--- config.mk ---
export PLATFORM = sky130hd
export DESIGN_NAME = vx_burst_rr_arbiter
export DESIGN_NICKNAME = d
export VERILOG_FILES = /design/src/rtl/vx_burst_rr_arbiter.sv
export SDC_FILE = /design/constraint.sdc
export NUM_CORES = 1
export LEC_CHECK = 0
export ABC_AREA = 1
export CAP_MARGIN = 20
export CORE_AREA = 2 2 58 60
export DETAILED_ROUTE_END_ITERATION = 10
export DIE_AREA = 0 0 60 62
export HOLD_SLACK_MARGIN = 0.03
export PLACE_DENSITY = 0.86
export SLEW_MARGIN = 5
export SYNTH_ARGS = -nofsm -noshare
export SYNTH_HDL_FRONTEND = slang
export SYNTH_SLANG_ARGS = --single-unit
--- constraint.sdc ---
create_clock -name clk -period 3.96 [get_ports clk]
set_clock_uncertainty 0.2 [all_clocks]
set_input_delay 0.792 -clock clk [delete_from_list [all_inputs] [get_ports clk]]
set_output_delay 0.792 -clock clk [all_outputs]
set_load 0.02 [all_outputs]
--- src/rtl/vx_burst_rr_arbiter.sv ---
// vx_burst_rr_arbiter: round-robin arbiter with stall lock and MAX_BURST owner retention.
// Define VX_ARB_PERF_EN to implement the transfer/stall perf counters.
module vx_burst_rr_arbiter #(
    parameter int NUM_REQS     = 4,
    parameter int MAX_BURST    = 1,
    parameter int LOG_NUM_REQS = $clog2(NUM_REQS)
) (
    input  logic                                               clk,
    input  logic                                               reset,
    input  logic [NUM_REQS-1:0]                                requests,
    input  logic                                               enable,
    output logic [((LOG_NUM_REQS > 0) ? LOG_NUM_REQS : 1)-1:0] grant_index,
    output logic [NUM_REQS-1:0]                                grant_onehot,
    output logic                                               grant_valid,
    output logic [31:0]                                        perf_xfer_count,
    output logic [31:0]                                        perf_stall_count
);
    localparam int IW = (LOG_NUM_REQS > 0) ? LOG_NUM_REQS : 1;
    localparam int BW = $clog2(MAX_BURST + 1);
    localparam logic [BW:0] BURST_LAST = (BW+1)'(MAX_BURST);

    typedef enum logic {ARB, HOLD} state_t;

    state_t        state_q, state_d;
    logic [IW-1:0] owner_q, owner_d, rr_ptr_q, rr_ptr_d, win;
    logic [BW-1:0] burst_q, burst_d, burst_base;
    logic [BW:0]   burst_inc;
    logic          hold, found, xfer, stall;
    int            start;

    function automatic logic req_at(input logic [NUM_REQS-1:0] r, input int k);
        logic [NUM_REQS-1:0] s;
        s = r >> k;
        return s[0];
    endfunction

    always_comb begin
        hold = state_q == HOLD && req_at(requests, int'(owner_q));
        // a released lock searches from just past the old owner
        start = (state_q == HOLD) ? (int'(owner_q) + 1) % NUM_REQS : int'(rr_ptr_q);
        found = 1'b0;
        win = '0;
        for (int i = 0; i < NUM_REQS; i++) begin
            if (!found && req_at(requests, (start + i) % NUM_REQS)) begin
                found = 1'b1;
                win = IW'((start + i) % NUM_REQS);
            end
        end
        grant_valid = !reset && (hold || found);
        grant_index = reset ? '0 : (hold ? owner_q : win);
        grant_onehot = grant_valid ? NUM_REQS'(1) << grant_index : '0;
        burst_base = (state_q == HOLD && !hold) ? '0 : burst_q;
        burst_inc = {1'b0, burst_base} + (BW+1)'(1);
        stall = grant_valid && !enable;
        xfer = grant_valid && enable;
        state_d = ARB;
        owner_d = owner_q;
        rr_ptr_d = rr_ptr_q;
        burst_d = burst_base;
        if (stall) begin
            state_d = HOLD;
            owner_d = grant_index;
        end else if (xfer && burst_inc < BURST_LAST) begin
            state_d = HOLD;
            owner_d = grant_index;
            burst_d = burst_inc[BW-1:0];
        end else if (xfer) begin
            rr_ptr_d = IW'((int'(grant_index) + 1) % NUM_REQS);
            burst_d = '0;
        end
    end

    always_ff @(posedge clk) begin
        if (reset) begin
            state_q  <= ARB;
            owner_q  <= '0;
            rr_ptr_q <= '0;
            burst_q  <= '0;
        end else begin
            state_q  <= state_d;
            owner_q  <= owner_d;
            rr_ptr_q <= rr_ptr_d;
            burst_q  <= burst_d;
        end
    end

`ifdef VX_ARB_PERF_EN
    logic [31:0] xfer_cnt_q, stall_cnt_q;

    always_ff @(posedge clk) begin
        if (reset) begin
            xfer_cnt_q  <= '0;
            stall_cnt_q <= '0;
        end else begin
            if (xfer) xfer_cnt_q <= xfer_cnt_q + 32'd1;
            if (stall) stall_cnt_q <= stall_cnt_q + 32'd1;
        end
    end

    assign perf_xfer_count  = xfer_cnt_q;
    assign perf_stall_count = stall_cnt_q;
`else
    assign perf_xfer_count  = '0;
    assign perf_stall_count = '0;
`endif

endmodule

==> impl_metrics.yaml <==
setup_path:
  cpLargestDelayFamily: "buffers and inverters"
  start_kind: "input pin"
  critPathKind: "in -> out"
  critPathRequiredTime_ns: 2.97
  worst_ep_arrival_time_ns: 2.80
  critPathCaptureType: "output pin"
  crit_path_max_incr_delay_ns: 0.59
  path_buf_inv: 6
  path_cells: "clkdlybuf4s50_1, inv_1, o21ai_2, nand2_2, inv_2, nor2_4, and3_4, buf_4, nand2_4, nand2_8, inv_1, clkdlybuf4s50_1"
  cp_max_fo: 8
  crit_slowest_cell: "clkdlybuf4s50_1"
power:
  leakage_nw: 0.736
  vdd_drop_max_v: 0.000189
  p_per_area_mw_per_mm2: 522
  power.total_mw: 0.619
clock_tree:
  ctsLongestPathBuffers: 2
  cts_max_level: 1
  numCtsBuffers: 3
  cts_hold_buf: 0
  clkLatencyLatePin_ns: 0.25
  clk_pin_slew_worst_paths_ns: 0.05
  root_buffer: "clkbuf_4"
  clock_sinks: 5
  cts_setup_buffers: 0
  cts_tree: "yes"
finish:
  syn_to_final_growth_pct: 0.960
  mostFrequentLayoutCell: "conb_1"
  fill_cells: 351
  stdcell_count: 250
  final_cell_mix: "conb_1, nand2_1, inv_1"
  drive_gt1_frac: 0.181
  antenna_cells: 0
  nets: 216
  stdcell_area_sq_mm: 0.00118
grt:
  grt_pass1_vias: 728
  grt_max_degree: 9
  gr-total-overflow: 0
  met3_usage: 0.0124
  antenna_found_initial: 0
  grt_use_met1: 0.0892
  use_met2: 0.183
  grt_pass1_wl_um: 2640
  grt_usage: 0.0918
  gr-max-usage-layer: "met2"
placed_design:
  routabilityCongestion: 0.786
  place_ws_ns: -0.199
  dp.cells: 246
  hpwl_um: 1480
  io_buffers: 13
  place_area_sq_mm: 0.00117
logic_synthesis:
  synth_area_sq_mm: 0.00117
  yosysTopAreaCell: "buf_4"
  synth-xor-area-share: 0
  synth-simple-area-share: 0.301
  synth_cell_type_count: 24
  synth_compound_area_frac: 0.0789
  synthMuxAreaShare: 0
  synth_top_cell_area_share: 0.409
  postSynthCellCount: 180
  ys_warn_count: 0
  synth_top_family_by_area: "buffers and inverters"
  synthAdderAreaFrac: 0.0426
  synth_area_leaders: "buf_4, nand2_1, dfxtp_1"
  ys_seq_elements: 5
  synth_area_per_cell_sq_um: 6.52
  ys_seq_area_frac: 0.0853
routing:
  wl_um: 1620
  wl_per_cell_um: 6.48
  drtAntennaViolNets: 0
  vias_per_cell: 3.55
  post-route-drc-count: 0
  dr.pass1.iters: 4
  drt_iter0_markers: 9
  vias: 888
sta:
  fin_ws_ns: 0.169
  timing.final.hold_violations: 0
  period_minus_slack_ns: 3.79
  finalSetupViolCount: 0
  setup_tns_ns: 0
  post-route-period-util: 0.957
  fmax_mhz: 264
  slew_violations: 0
min_path:
  hold_class: "reg -> reg"
floorplanning:
  initial_core_util: 0.369
  dieArea_sq_mm: 0.00372
  fp-row-count: 21
  chipHeight_um: 62
  ios: 78
  core-area_sq_mm: 0.00318
  die_x_um: 60
job:
  timing.max_cap.violations: 0
status:
  outcome: "completed"
## Yosys cell counts
library cell	n
nand2_2	3
inv_2	5
and3_4	1
buf_4	64
ha_1	4
nand3_1	8
nor2_1	7
nand2_8	1
inv_1	17
nand2_1	39
o21ai_2	4
conb_1	1
nand2_4	2
or2_1	1
dfxtp_1	5
nor2_4	2
o21ai_1	2
o21ai_0	6
buf_6	1
nand4_1	2
nor2_8	1
a21oi_1	2
nor2_2	1
o21bai_1	1
## through the flow
stage / hold WS (ns) / utilization
detailed placement: 0.270 / 0.369
global placement: 0.264 / 0.369
floorplan: 0.242 / -
global route: 0.309 / 0.373
finish: 0.274 / 0.373
CTS: 0.277 / 0.375
## logic make-up (layout without fill, tap and decap cells)
| family | Yosys count | after routing |
|---|---|---|
| buf+inv | 87 | 48 |
| compound gates | 15 | 15 |
| other cells | 1 | 64 |
| flops | 5 | 5 |
| fa+ha+maj | 4 | 4 |
| simple gates | 68 | 68 |
## per-layer routing
layer | vias up | share of wire | wire [um]
li1 | 471 | - | -
met5 | - | 0 | 0
met2 | 38 | 0.56 | 902
met3 | 2 | 0.059 | 95
met4 | 0 | 0.0086 | 14
met1 | 377 | 0.38 | 608
## power by group
group | total [mW] | internal, mW | switching [mW]
sequential | 0.0749 | 0.0642 | 0.0107
clock | 0.0592 | 0.0381 | 0.0211
combinational | 0.485 | 0.174 | 0.310
total | 0.619 | 0.277 | 0.342
## worst paths after layout
kind                                 start                       end  slack (ns)  cells after the start
setup reg to reg   owner_q[0]$_SDFFE_PP0P_  rr_ptr_q[1]$_SDFFE_PP0P_        1.63                     15
setup / recovery               requests[1]               grant_valid        0.17                     12
hold reg to reg   rr_ptr_q[1]$_SDFFE_PP0P_  rr_ptr_q[1]$_SDFFE_PP0P_        0.27                      2
hold / removal    rr_ptr_q[1]$_SDFFE_PP0P_  rr_ptr_q[1]$_SDFFE_PP0P_        0.27                      2
## final cells by class
| cell class | count | area [sq um] | area share |
|---|---|---|---|
| inverter | 22 | 82.6 | 0.0697 |
| clock buffer | 4 | 26.3 | 0.0222 |
| tap | 46 | 57.6 | 0.0486 |
| timing repair buffer | 22 | 179 | 0.151 |
| sequential | 5 | 100 | 0.0845 |
| multi-input combinational | 151 | 739 | 0.624 |
## worst reg2reg max path, delay by kind of cell (launching register included)
family                   cells  cell delay [ns]
AND/OR/NAND/NOR             10             0.87
flip-flops                   1             0.38
adder cells (fa/ha/maj)      1             0.32
AO/OA/AOI/OAI                3             0.25
buffers and inverters        1             0.21
## timing repair
action                                  4_1_cts  5_1_grt
pin swaps                                     0        0
resized for setup                             5       11
endpoints found under the setup margin        5        5
## flip-flops by register name (all words and copies together), names as in the netlist
signal    cells
state_q       1
owner_q       2
rr_ptr_q      2
Note: power is estimated with default switching activity, not from simulation.
